[config.mk]
export PLATFORM = sky130hd
export DESIGN_NAME = sdf_stage4_r2
export DESIGN_NICKNAME = d
export VERILOG_FILES = /design/src/rtl/sdf_stage4_r2.sv
export SDC_FILE = /design/constraint.sdc
export NUM_CORES = 1
export LEC_CHECK = 0
export BUFFER_PORTS_ARGS = -buffer_cell sky130_fd_sc_hd__buf_2
export CAP_MARGIN = 15
export CORE_UTILIZATION = 66
export CTS_BUF_LIST = sky130_fd_sc_hd__clkbuf_4
export CTS_CLUSTER_SIZE = 28
export DETAILED_ROUTE_END_ITERATION = 12
export PLACE_DENSITY_LB_ADDON = 0.05
export SKIP_LAST_GASP = 1
export SLEW_MARGIN = 15
export SYNTH_ARGS = -nofsm -noshare
export SYNTH_HDL_FRONTEND = slang
export SYNTH_SLANG_ARGS = --single-unit
export TNS_END_PERCENT = 1
[constraint.sdc]
create_clock -name i_clk -period 8.3 [get_ports i_clk]
set_clock_uncertainty 0.15 [all_clocks]
set_input_delay 0.83 -clock i_clk [delete_from_list [all_inputs] [get_ports i_clk]]
set_output_delay 0.83 -clock i_clk [all_outputs]
set_load 0.02 [all_outputs]
[src/rtl/sdf_stage4_r2.sv]
// Radix-2 SDF DIF stage 4 of the 32-point streaming FFT: 2-deep feedback delay,
// butterfly, and W32^0 / W32^8 twiddle multiply on the difference outputs.
module sdf_stage4_r2 #(
    parameter int DATA_W   = 16,
    parameter int WORD_LEN = 11
) (
    input  logic                     i_clk,
    input  logic                     i_rst_n,
    input  logic                     i_valid,
    input  logic signed [DATA_W-1:0] i_data_re,
    input  logic signed [DATA_W-1:0] i_data_im,
    output logic                     o_valid,
    output logic signed [DATA_W:0]   o_data_re,
    output logic signed [DATA_W:0]   o_data_im
);

    localparam int DW = DATA_W + 1;
    localparam int PW = DATA_W + WORD_LEN + 1;

    logic [1:0]           cnt;
    logic                 primed;
    logic signed [DW-1:0] dl0_re, dl0_im, dl1_re, dl1_im;
    logic signed [DW-1:0] x_re, x_im;
    logic signed [DW-1:0] sum_re, sum_im, diff_re, diff_im;
    logic signed [DW-1:0] mul_re, mul_im;
    logic signed [WORD_LEN-1:0] tw_re, tw_im;
    logic signed [PW-1:0] a, b, wr, wi, prod_re, prod_im;

    assign x_re = DW'(i_data_re);
    assign x_im = DW'(i_data_im);

    // dl1 is the oldest entry, i.e. the value popped this sample
    assign sum_re  = dl1_re + x_re;
    assign sum_im  = dl1_im + x_im;
    assign diff_re = dl1_re - x_re;
    assign diff_im = dl1_im - x_im;

    // ROM4: addr 0 -> 1023 + j0, addr 1 -> 0 - j1024 (Q1.10)
    always_comb begin
        tw_re = '0;
        tw_im = '0;
        if (cnt[0])
            tw_im = WORD_LEN'(-1024);
        else
            tw_re = WORD_LEN'(1023);
    end

    always_comb begin
        a       = PW'(dl1_re);
        b       = PW'(dl1_im);
        wr      = PW'(tw_re);
        wi      = PW'(tw_im);
        prod_re = a * wr - b * wi + PW'(512);
        prod_im = a * wi + b * wr + PW'(512);
        mul_re  = DW'(prod_re >>> 10);
        mul_im  = DW'(prod_im >>> 10);
    end

    always_ff @(posedge i_clk or negedge i_rst_n) begin
        if (!i_rst_n) begin
            cnt       <= '0;
            primed    <= 1'b0;
            dl0_re    <= '0;
            dl0_im    <= '0;
            dl1_re    <= '0;
            dl1_im    <= '0;
            o_valid   <= 1'b0;
            o_data_re <= '0;
            o_data_im <= '0;
        end else if (i_valid) begin
            cnt    <= cnt + 2'd1;
            dl1_re <= dl0_re;
            dl1_im <= dl0_im;
            if (cnt[1]) begin
                dl0_re    <= diff_re;
                dl0_im    <= diff_im;
                o_data_re <= sum_re;
                o_data_im <= sum_im;
            end else begin
                dl0_re    <= x_re;
                dl0_im    <= x_im;
                o_data_re <= mul_re;
                o_data_im <= mul_im;
            end
            if (cnt == 2'd2)
                primed <= 1'b1;
            o_valid <= cnt[1] | primed;
        end else begin
            o_valid <= 1'b0;
        end
    end

endmodule

---- After elaboration in Yosys (flattened, before gate mapping) ----
Index checks and enable logic that the tools add are counted.
Widths: inputs -> output; s select.
storage, ports and cells
  flip-flop bits (word level) ............. 106
  output and inout bits ................... 35
  word-level logic and storage cells ...... 32
  bits of input ports ..................... 35
operators by class
  bitwise gates (word level) .............. 1
  multiply operators ...................... 4
  add/sub/neg operators ................... 9
  reduce and logical (&&, ||, !) cells .... 1
  muxes and demuxes ....................... 7
  equality and inequality tests ........... 1
operators by type and width
  kind                    number
  $mul 17x11->27          4
  $mux 17                 4
  $add 27x11->27 const B  2
  $add 17x16->17          2
  $sub 17x16->17          2
  $add 27x27->27          1
  $sub 27x27->27          1
  $mux 11                 1
  $mux 10                 1
  $add 2x1->2 const B     1
  $eq 2x2->1 const B      1
  $reduce_and 2->1        1
  $mux 1                  1
  $or 1x1->1              1

---- Depth between registers and ports, before layout ----
  word-level depth ........................ 5
  gate-level depth with buffers ........... 28
  depth with buffers taken out ............ 26

---- Worst setup path after synthesis ----
No wires, ideal clock.
  path kind ............................... register to register
  start ................................... register cnt[0]
  end ..................................... register o_data_re[16]
  data required time ...................... 8027 ps
  arrival time ............................ 6519 ps
  path buffers ............................ 3
  period minus slack after synthesis ...... 6792 ps
  path slack .............................. 1508 ps
  library setup time ...................... 123 ps
  stages on the path, launching flop included .. 28
  cell sequence ........................... dfrtp_1 clkbuf_1 buf_1 clkbuf_1 nor2_1 ha_1 a21oi_1 inv_1 fa_1 inv_1 fa_1 ha_1 fa_1 inv_1 fa_1 inv_1 fa_1 inv_1 ha_1 a21o_1 a21o_1 a21o_1 nor3_1 a21oi_1 a211o_1 mux2i_1 nand2_1 o221a_2
between the ends
  word-level cells in the longest chain between the ends .. 5
  elaborated cells on any way between the ends .. 7
  those cells by class .................... add/sub: 2; mul: 2; mux: 3
RTL lines
  element                             RTL line  source
  start, declared                     20        logic [1:0] cnt;
  start signal, assigned              71        cnt <= cnt + 2'd1;
  $mux 10 or $mux 11 (tied branches)  42        if (cnt[0])
  $mul 17x11->27                      53        prod_re = a * wr - b * wi + PW'(512);
  $sub 27x27->27 (*)                  53
  $add 27x11->27 (*)                  53
  $mux 17 (*)                         74        if (cnt[1]) begin
  end signal, assigned                77        o_data_re <= sum_re;
  end signal, assigned                82        o_data_re <= mul_re;
  end, declared                       13        output logic signed [DATA_W:0] o_data_re,
Mark *: on every way between the ends. The rest lies on a longest branch, timed or not.
A chain may end at the register's enable or synchronous reset.

---- Worst setup path in the final report ----
  start ................................... register cnt[0]
  end ..................................... register o_data_im[10]
between the ends
  word-level cells in the longest chain between the ends .. 5
  elaborated cells on any way between the ends .. 7
  those cells by class .................... add/sub: 2; mul: 2; mux: 3
RTL lines
  element                             RTL line  source
  $mux 10 or $mux 11 (tied branches)  42
  $mul 17x11->27                      54        prod_im = a * wi + b * wr + PW'(512);
  $add 27x27->27 (*)                  54
  $add 27x11->27 (*)                  54
  $mux 17 (*)                         74
  end signal, assigned                78        o_data_im <= sum_im;
  end signal, assigned                83        o_data_im <= mul_im;
  end, declared                       14        output logic signed [DATA_W:0] o_data_im
Marked as above.

==> summary.md <==
| Metric | Value |
|---|---|
| Total CTS buffers | `9` |
| Finished Layout Cells | `2400` |
| Post-route ant nets | `0` |
| Final hold slack | `0.1512 ns` |
| Post-CTS Setup Repair Bufs | `0` |
| Post-synthesis mux area share | `3.028%` |
| Layout cells sized above 1 | `7.341%` |
| Most common cell after layout, fill and taps aside | `inv_1` |
| IO Port Bufs | `69` |
| Final worst-path cycle share | `85.35%` |
| Die Area | `28280 µm²` |
| FF-to-FF End | `o_data_im[10]` |
| Initial core utilization | `67.42%` |
| Post-detail-place hpwl | `36.42 mm` |
| Syn Area/Cell | `8.985 µm²` |
| Reg2Reg Launch Point | `cnt[0]` |
| Reg area | `2654 µm²` |
| Tot GR Track Use | `32.75%` |
| Ys flop type | `dfrtp_1` |
| Mapped Cells | `2028` |
| Fmax | `141.2 MHz` |
| Hold_buf cts | `0` |
| Crit. End Element | `flop` |
| Worst reg-to-reg path cell count | `20` |
| Worst setup path class | `flop to flop` |
| Synth Area in XOR/XNOR | `5.432%` |
| CP Launch Type | `flop` |
| Largest family of logic cells by synthesized area | `adder cells` |
| Drt wl/cell | `18.06 µm` |
| # resized after CTS | `0` |
| RSZ-0062 raised after global routing | `false` |
| Largest net degree at the start of global routing | `88` |
| Total number of vias | `13520` |
| Min-delay worst type | `input pin to async pin` |
| Sinks on the clock net | `106` |
| Post-route DRC | `0` |
| First-pass DRT Iterations | `5` |
| Req. time, crit path | `8.54 ns` |
| Post-synthesis simple-gate area fraction | `10.32%` |
| Fillers | `2185` |
| Clk slew on worst S/H paths | `0.22 ns` |
| Yosys reg bits | `106` |
| Area leader, netlist | `fa_1` |
| Max FO, Critical Path | `27` |
| DRT iter0 DRCs | `831` |
| Post-synth EDFFs | `0` |
| Clock Latency Late Sink | `0.52 ns` |
| Post-synthesis adder-cell area fraction | `44.25%` |
| Vias per cell | `5.633` |
| H-tree levels | `3` |
| Via count of the first global-routing pass | `13840` |
| Register-to-register setup slack | `1.22 ns` |
| Post-route minimum period | `7.084 ns` |
| Total gr overflow | `0` |
| Placed insts | `2382` |
| WP data arrival | `7.33 ns` |
| Multi-input logic area | `13530 µm²` |
| Post-synth ARST share | `100.0%` |
| Final Setup Violations | `0` |
| CTS tree | `done` |
| DIE HEIGHT | `168.2 µm` |
| Core area | `27030 µm²` |
| GP Congestion | `1.005` |
| Status | `completed` |
| Max-cap viol count | `0` |
| Synth top area share | `25.16%` |
| Most frequent cells in the layout | `473 x inv_1, 278 x ha_1, 229 x fa_1` |
| Layout Nets | `2594` |
| First-pass GRT wire length | `71.52 mm` |
| CTS root buffer | `clkbuf_4` |
| Synth unique cells | `74` |
| Compound-Gate Fraction of Synth Area | `11.12%` |
| Row cnt | `60` |
| Sequential share of the synthesized area | `14.56%` |
| Die X | `168.2 µm` |
| Clock Tree Buf Depth | `2` |
| Initial antenna violation count | `3` |
| Yosys warnings | `0` |
| Slew Limit Fails | `0` |
| Synth-to-Final Area Change | `4.133%` |
| Io pins | `70` |
| Cell area after synthesis | `18220 µm²` |
| Synth area leaders | `fa_1 25%, ha_1 19%, dfrtp_1 15%` |
| Slew HR | `27.74%` |
| Final core utilization | `70.21%` |
| Fin. Hold Viols | `0` |
| TNS Setup | `0 ns` |
| Least-Margin Pin Slew | `1.080 ns` |
| Wirelength, routed | `43.35 mm` |
==> final cells by class <==
cell class                      count  area share [%]
Inverter                          476           9.416
Multi-Input combinational cell   1381           71.30
Antenna cell                        2         0.02638
Timing Repair Buffer               78           2.222
Tap cell                          341           2.249
Sequential cell                   106           13.99
Clock buffer                        9          0.3561
Clock inverter                      7          0.4418
==> cell families (layout without fill, tap and decap cells) <==
kind of cell / count (synthesis) / in the layout
compound gates: 312 / 312
xor+xnor: 113 / 113
fa+ha+maj: 507 / 507
buf+inv: 544 / 570
flops: 106 / 106
mux: 51 / 51
other cells: 2 / 7
simple gates: 393 / 393
==> synthesized netlist by cell type (6+ instances only) <==
cell	number
clkbuf_1	57
o21ai_0	58
o211ai_1	11
xnor2_1	79
nor3_1	20
a31oi_1	13
and2_1	17
dfrtp_1	106
o221ai_1	7
fa_1	229
nor2b_1	37
nand2b_1	22
nand2_1	66
mux2_2	33
inv_1	473
a21oi_1	100
nand3_1	15
o22ai_1	6
ha_1	278
and3_1	18
a21o_1	31
buf_1	9
o21a_1	12
xor2_1	34
mux2i_1	18
a211oi_1	6
nand4_1	6
or2_2	8
or3_1	8
o21bai_1	17
nor2_1	160
==> worst max-delay path by stage <==
stage                     startpoint       endpoint  slack [ns]  cells after the start
after floorplan               cnt[0]  o_data_re[16]        1.51                     27
final                         cnt[0]  o_data_im[10]        1.22                     20
after global routing          cnt[0]  o_data_im[10]        0.74                     22
after detailed placement      cnt[0]  o_data_im[10]        1.25                     20
after global placement        cnt[0]  o_data_im[10]        1.30                     20
after CTS                     cnt[0]  o_data_im[10]        1.23                     20
==> metal layers <==
metal	GRT usage, %	vias up	wire [µm]
met5	0	-	0
met3	4.866	78	2501
met4	10.71	0	1341
li1	-	6470	-
met2	53.91	377	20470
met1	44.66	6593	19040
==> registers in the layout, indices dropped and copies added (netlist names) <==
| signal | count |
|---|---|
| cnt | 2 |
| dl0_im | 17 |
| dl0_re | 17 |
| dl1_im | 17 |
| dl1_re | 17 |
| o_data_im | 17 |
| o_data_re | 17 |
| o_valid | 1 |
| primed | 1 |
==> worst max-delay path: stages, from the launching register on <==
cell	delay (ns)
dfrtp_1	0.42
buf_4	0.26
nor2b_1	0.71
fa_1	0.60
fa_1	0.59
fa_1	0.46
fa_1	0.49
inv_1	0.04
fa_1	0.47
inv_1	0.04
ha_1	0.27
ha_1	0.30
ha_1	0.33
a21o_1	0.19
nor4_1	0.39
nand3b_2	0.25
a311oi_1	0.41
o21bai_1	0.14
xor2_1	0.15
mux2i_1	0.21
a21oi_1	0.10
==> metrics by stage <==
stage | setup WS (ns) | instance area (µm²)
after floorplan | 1.508 | 18230
after global placement | 1.297 | 18820
after detailed placement | 1.247 | 18820
after CTS | 1.231 | 18970
after global routing | 0.7443 | 18970
final | 1.216 | 18970
Power is left out: the tool's default activity adds up to more than one toggle a clock period on the data nets, which glitch-free logic cannot reach.
